`src/rtl/data_mem_dump_ctrl.sv`:
```
// Debug dump sequencer: walks every data-memory word through the debug port and
// streams it to the UART transmitter one byte at a time, most-significant byte first.
module data_mem_dump_ctrl #(
  parameter int DATA_WIDTH = 32,
  parameter int MEM_DEPTH  = 32,
  parameter int ADDR_WIDTH = 5
) (
  input  logic                  i_clock,
  input  logic                  i_reset,
  input  logic                  i_start,
  input  logic [DATA_WIDTH-1:0] i_mem_word,
  input  logic                  i_tx_done,
  output logic [ADDR_WIDTH-1:0] o_mem_addr,
  output logic [7:0]            o_tx_data,
  output logic                  o_tx_start,
  output logic                  o_busy,
  output logic                  o_done
);

  typedef enum logic [2:0] {
    S_IDLE,
    S_LOAD,
    S_SEND,
    S_WAIT,
    S_NEXT,
    S_DONE
  } state_t;

  localparam logic [ADDR_WIDTH-1:0] LAST_ADDR = ADDR_WIDTH'(MEM_DEPTH - 1);

  state_t                state;
  state_t                state_next;
  logic [DATA_WIDTH-1:0] word_q;
  logic [DATA_WIDTH-1:0] word_next;
  logic [1:0]            byte_cnt;
  logic [1:0]            byte_cnt_next;
  logic [ADDR_WIDTH-1:0] addr;
  logic [ADDR_WIDTH-1:0] addr_next;

  always_ff @(posedge i_clock) begin
    if (i_reset) begin
      state    <= S_IDLE;
      word_q   <= '0;
      byte_cnt <= '0;
      addr     <= '0;
    end else begin
      state    <= state_next;
      word_q   <= word_next;
      byte_cnt <= byte_cnt_next;
      addr     <= addr_next;
    end
  end

  // The outgoing byte is always the top of the shift register, so WAIT holds it
  // stable for the UART without a separate output register.
  always_comb begin
    state_next    = state;
    word_next     = word_q;
    byte_cnt_next = byte_cnt;
    addr_next     = addr;
    o_tx_start    = 1'b0;
    o_busy        = 1'b1;
    o_done        = 1'b0;

    case (state)
      S_IDLE: begin
        o_busy = 1'b0;
        if (i_start) begin
          addr_next  = '0;
          state_next = S_LOAD;
        end
      end

      S_LOAD: begin
        word_next     = i_mem_word;
        byte_cnt_next = '0;
        state_next    = S_SEND;
      end

      S_SEND: begin
        o_tx_start = 1'b1;
        state_next = S_WAIT;
      end

      S_WAIT: begin
        if (i_tx_done) begin
          if (byte_cnt == 2'd3) begin
            state_next = S_NEXT;
          end else begin
            word_next     = word_q << 8;
            byte_cnt_next = byte_cnt + 2'd1;
            state_next    = S_SEND;
          end
        end
      end

      // The address stops at the last word instead of wrapping back to zero.
      S_NEXT: begin
        if (addr == LAST_ADDR) begin
          state_next = S_DONE;
        end else begin
          addr_next  = addr + 1'b1;
          state_next = S_LOAD;
        end
      end

      S_DONE: begin
        o_done     = 1'b1;
        state_next = S_IDLE;
      end

      default: begin
        state_next = S_IDLE;
      end
    endcase
  end

  assign o_mem_addr = addr;
  assign o_tx_data  = word_q[DATA_WIDTH-1 -: 8];

endmodule

```
`config.mk`:
```
export PLATFORM = sky130hd
export DESIGN_NAME = data_mem_dump_ctrl
export DESIGN_NICKNAME = d
export VERILOG_FILES = /design/src/rtl/data_mem_dump_ctrl.sv
export SDC_FILE = /design/constraint.sdc
export NUM_CORES = 1
export LEC_CHECK = 0
export BUFFER_PORTS_ARGS = -buffer_cell sky130_fd_sc_hd__clkbuf_2
export CAP_MARGIN = 25
export CORE_UTILIZATION = 30
export DETAILED_ROUTE_END_ITERATION = 6
export SYNTH_ARGS = -nofsm -noshare
export SYNTH_HDL_FRONTEND = slang
export SYNTH_SLANG_ARGS = --single-unit
```
`constraint.sdc`:
```
create_clock -name i_clock -period 4.1 [get_ports i_clock]
set_clock_uncertainty 0.05 [all_clocks]
set_input_delay 0.41 -clock i_clock [delete_from_list [all_inputs] [get_ports i_clock]]
set_output_delay 0.41 -clock i_clock [all_outputs]
set_load 0.02 [all_outputs]
```
# --- Word-level counts from Yosys, hierarchy flattened ---
# Cells that the tools add are included.
word_totals:
  regBits: 42
  input_bits: 36
  output_inout_bits: 16
  elab_cells: 40
classes:
  add_sub_neg: 2
  n_eq_ne: 11
  n_mux: 17
  reduce_logical: 6
op_table:
  columns: ["operator", "n"]
  rows:
  - ["2-to-1 mux 32 bit", 2]
  - ["one-hot mux 32 bit (2 select lines)", 1]
  - ["one-hot mux 3 bit (5 select lines)", 1]
  - ["2-to-1 mux 3 bit", 4]
  - ["2-to-1 mux 5 bit", 2]
  - ["one-hot mux 5 bit (2 select lines)", 1]
  - ["inequality test 2 bit, second input constant", 4]
  - ["== test 3 x 2 -> 1 bit, second input constant", 2]
  - ["== test 3 bit, second input constant", 2]
  - ["AND reduction 3 bit", 2]
  - ["adder 5 x 1 -> 5 bit, second input constant", 1]
  - ["== test 5 bit, second input constant", 1]
  - ["2-to-1 mux 2 bit", 2]
  - ["one-hot mux 2 bit (2 select lines)", 1]
  - ["nonzero test 2 bit", 2]
  - ["== test 3 x 1 -> 1 bit, second input constant", 1]
  - ["zero test 3 bit", 1]
  - ["2-to-1 mux 1 bit", 3]
  - ["adder 2 x 1 -> 2 bit, second input constant", 1]
  - ["== test 2 bit, second input constant", 1]
  - ["AND reduction 2 bit", 1]

# --- Logic depth before layout (Yosys ltp) ---
logic_depth:
  word_depth: 4
  ltp_mapped: 7
  mapped_depth_nobuf: 7

# --- Worst setup path after synthesis ---
# OpenSTA, ideal clock, no wires.
synth_timing:
  kind: "register to register"
  start: "register addr[0] (netlist: o_mem_addr[0])"
  end: "register addr[2] (netlist: o_mem_addr[2])"
  setup_time_ps: 70
  arrival_ps: 1726
  setup_slack_ps: 2253
  stages_incl_launch_ff: 8
  n_path_buf: 0
  synth_period_minus_slack_ps: 1847
  path_cell_list: "dfxtp_1 ha_1 and3_1 ha_1 nand2_1 o211ai_1 or3_1 a21oi_1"
synth_between:
  elab_chain_len: 3
  word_cells_on_any_way: 6
  classes_between: "1 x add/sub; 2 x eq/ne; 2 x mux; 1 x reduce/logical"
synth_rtl:
  columns: ["element", "line", "rtl"]
  rows:
  - ["from (decl)", "37", "logic [ADDR_WIDTH-1:0] addr;"]
  - ["from (signal assigned)", "50", "addr <= addr_next;"]
  - ["adder 5 x 1 -> 5 bit / == test 5 bit (equally long branches)", "102, 99", null]
  - ["2-to-1 mux 5 bit / inequality test 2 bit (equally long branches)", null, null]
  - ["one-hot mux 5 bit (2 select lines) / AND reduction 3 bit (equally long branches)", null, null]
# Parallel ways exist; a longest one is shown, timed or not. The select of a mux whose other input is x is not followed.
# A chain may end at the register's enable or synchronous reset.

# --- Worst setup path in the final report ---
layout_timing:
  start: "register state[0]"
  end: "register word_q[5]"
layout_between:
  elab_chain_len: 3
  word_cells_on_any_way: 7
  classes_between: "4 x eq/ne; 1 x mux; 2 x reduce/logical"
layout_rtl:
  columns: ["element", "line", "rtl"]
  rows:
  - ["from (decl)", "31", "state_t state;"]
  - ["from (signal assigned)", "47", "state <= state_next;"]
  - ["== test 3 x 2 -> 1 bit / == test 3 x 1 -> 1 bit (equally long branches)", "65", "case (state)"]
  - ["inequality test 2 bit (no source line) / nonzero test 2 bit (equally long branches)", null, null]
  - ["AND reduction 3 bit (no source line)", null, null]
  - ["to (signal assigned)", "48", "word_q <= word_next;"]
  - ["to (decl)", "33", "logic [DATA_WIDTH-1:0] word_q;"]
# Parallel ways exist; a longest one is shown, timed or not.

==> flow_summary.yaml <==
worst_hold_path:
  hold_class: "in -> reg"
  hold_path_startpoint: "i_mem_word[13]"
  min_delay_path_depth: 3
clock_tree:
  clk_latency_ps: 290
  ctsResizeCount: 0
  cts.reportedPaths.clkPinSlew_ps: 80
  cts_sinks: 42
  clockRootBuffer: "clkbuf_8"
  post-cts-setup-buffers: 0
  cts_max_path_buffers: 2
  cts_hold_buf: 0
  cts_max_level: 2
  cts_tree: "yes"
  cts_buffers: 5
die:
  die_w_um: 83.38
  rows: 29
  ios: 52
  initial_core_util_pct: 31.11
  die_h_um: 83.38
  dieArea_um2: 6952
  core_um2: 6386
sta:
  max_freq_mhz: 449.3
  rsz0062_at_grt: "no"
  min_period_ps: 2226
  fin_crit_sh_pct: 54.29
  finalMaxSlewViolations: 0
  fin_tns_setup_ps: 0
  worst_pin_slew_ps: 1007
  setup-violations-final: 0
  whs_ps: 301.8
  relSlewSlack_pct: 32.89
  finalHoldViolCount: 0
yosys:
  yosysSeqAreaShare_pct: 42.32
  synth_edf_count: 0
  syn_nets: 275
  synth_commonest_cells: "42 x dfxtp_1, 39 x nor2_1, 27 x nand2_1"
  yosysWarnings: 0
  synth_top_area_share_pct: 42.32
  syn_avg_cell_area_um2: 8.419
  async_flop_share_pct: 0
  netlist_area_um2: 1987
  synth_most_common_cell: "dfxtp_1"
  ys_ff_latch: 42
  synth_area_leaders: "dfxtp_1 42%, a311oi_1 11%, nor2_1 7.4%"
  synth-main-ff-cell: "dfxtp_1"
  netlist-cell-type-count: 38
  yosysTopAreaCell: "dfxtp_1"
  syn_inst: 236
grt:
  grt-ovfl-total: 0
  grt_max_degree: 49
  grt_pass1_vias: 1691
  grt_pass1_wl_um: 7659
  antenna_found_initial: 0
  grt_usage_pct: 13.48
critical_path:
  worstSetupStartpoint: "state[0]"
  crit_fanout: 28
  end_kind: "register"
  cp_slowest_cell: "and2b_1"
  path_depth: 4
  worstRegToRegCells: 4
  path_class: "reg -> reg"
  path_delay_family: "simple AND/OR/NAND/NOR gates"
  arrival_ps: 2330
  critPathRequiredTime_ps: 4210
  path_cells: "and2b_1 > o21ai_2 > a22oi_1 > nor2_1"
  max_stage_delay_ps: 850
  timing.rr.start: "state[0]"
  crit_buf_inv: 0
  start_kind: "register"
placement:
  io_buffers: 51
  dpl_cell_area_um2: 2166
  detailed_place_hpwl_um: 2958
  gp_congestion: 0.6975
power_and_ir_drop:
  switching_share_pct: 28.39
  p_sw_uw: 282.6
  ir_drop_v: 0.0001345
  p_int_uw: 712.9
  seqPwrFrac_pct: 47.9
  combPwrFrac_pct: 18.8
  total_power_uw: 995.4
  p_clk_share_pct: 33.4
  powerDensity_nw_per_um2: 433.1
  p_leak_uw: 0.0009488
finish:
  utilization_pct: 35.99
  insertedDiodeCount: 0
  finalNetCount: 306
  drive_gt1_share_pct: 24.34
  fillers: 685
  fin_area_um2: 2298
  area_growth_pct: 15.68
routing:
  dr.pass1.iters: 4
  routedWlPerCell_um: 13.07
  drt_iter0_drc: 102
  drc_errors: 0
  ant_nets: 0
  drt-total-wl_um: 4495
  drt-vias-per-instance: 5.203
  vias: 1790
run:
  maxCapViolCount: 0
outcome:
  status: "complete, no violations"
[kinds of logic after synthesis]
family / Yosys count / synth area share (%)
fa+ha+maj: 3 / 1.889
flops: 42 / 42.32
mux: 1 / 0.5038
buf+inv: 31 / 9.824
compound gates: 49 / 19.52
simple gates: 110 / 25.95
[final timing paths]
path / endpoint / slack [ps]
setup / recovery: word_q[5] / 1870
hold / removal: word_q[13] / 300
setup reg to reg: word_q[5] / 1870
hold reg to reg: byte_cnt[1] / 410
[metal layers]
metal	vias up	GRT usage, %	share of wire [%]
li1	909	-	-
met1	825	16.82	49
met2	48	20.72	43
met3	8	4.473	5.7
met4	0	6.740	2.2
met5	-	0	0
[power groups by stage]
stage | clock (µW) | combinational (µW) | sequential [µW]
final | 332 | 187 | 477
after global routing | 356 | 210 | 483
after CTS | 343 | 184 | 477
after detailed placement | 0 | 183 | 486
after global placement | 0 | 181 | 484
after floorplan | 0 | 164 | 472
[per-stage QoR]
| step | cells | worst slack, ps |
|---|---|---|
| 6_report | 344 | 1874 |
| 4_1_cts | 343 | 1877 |
| 2_1_floorplan | 236 | 2253 |
| 3_3_place_gp | 336 | 1936 |
| 3_5_place_dp | 336 | 1891 |
| 5_1_grt | 344 | 1660 |
[area by class of cell]
class | count | area, µm² | area share, %
sequential | 42 | 840.8 | 36.58
clock inverter | 1 | 30.03 | 1.306
clock buffer | 6 | 82.58 | 3.593
multi-input combinational | 163 | 958.4 | 41.70
tap | 77 | 96.34 | 4.192
timing repair buffer | 53 | 282.8 | 12.30
inverter | 2 | 7.507 | 0.3266
[layout by cell type, fill, tap and decap left out, types with 2 or more instances in the layout]
| cell | Yosys | final |
|---|---|---|
| a21oi_1 | 4 | 4 |
| a22oi_1 | 10 | 10 |
| a311oi_1 | 24 | 24 |
| clkbuf_2 | 0 | 51 |
| clkbuf_8 | 0 | 6 |
| dfxtp_1 | 42 | 42 |
| ha_1 | 3 | 3 |
| inv_1 | 2 | 2 |
| nand2_1 | 27 | 27 |
| nand3_1 | 25 | 25 |
| nor2_1 | 39 | 39 |
| nor2b_1 | 2 | 2 |
| nor3_1 | 4 | 4 |
| nor4_1 | 2 | 2 |
| o21ai_0 | 2 | 2 |
| or3_1 | 2 | 2 |
[flip-flops by register name, summed over array words and instances, names as in the netlist]
name and flops:
byte_cnt 2, state 3, word_q 32, o_mem_addr 5
[worst register-to-register path, stage by stage, from the launching register on]
cell	delay [ps]
dfxtp_1	530
and2b_1	850
o21ai_2	330
a22oi_1	270
nor2_1	50
No activity file was read; power rests on OpenSTA's default activity.
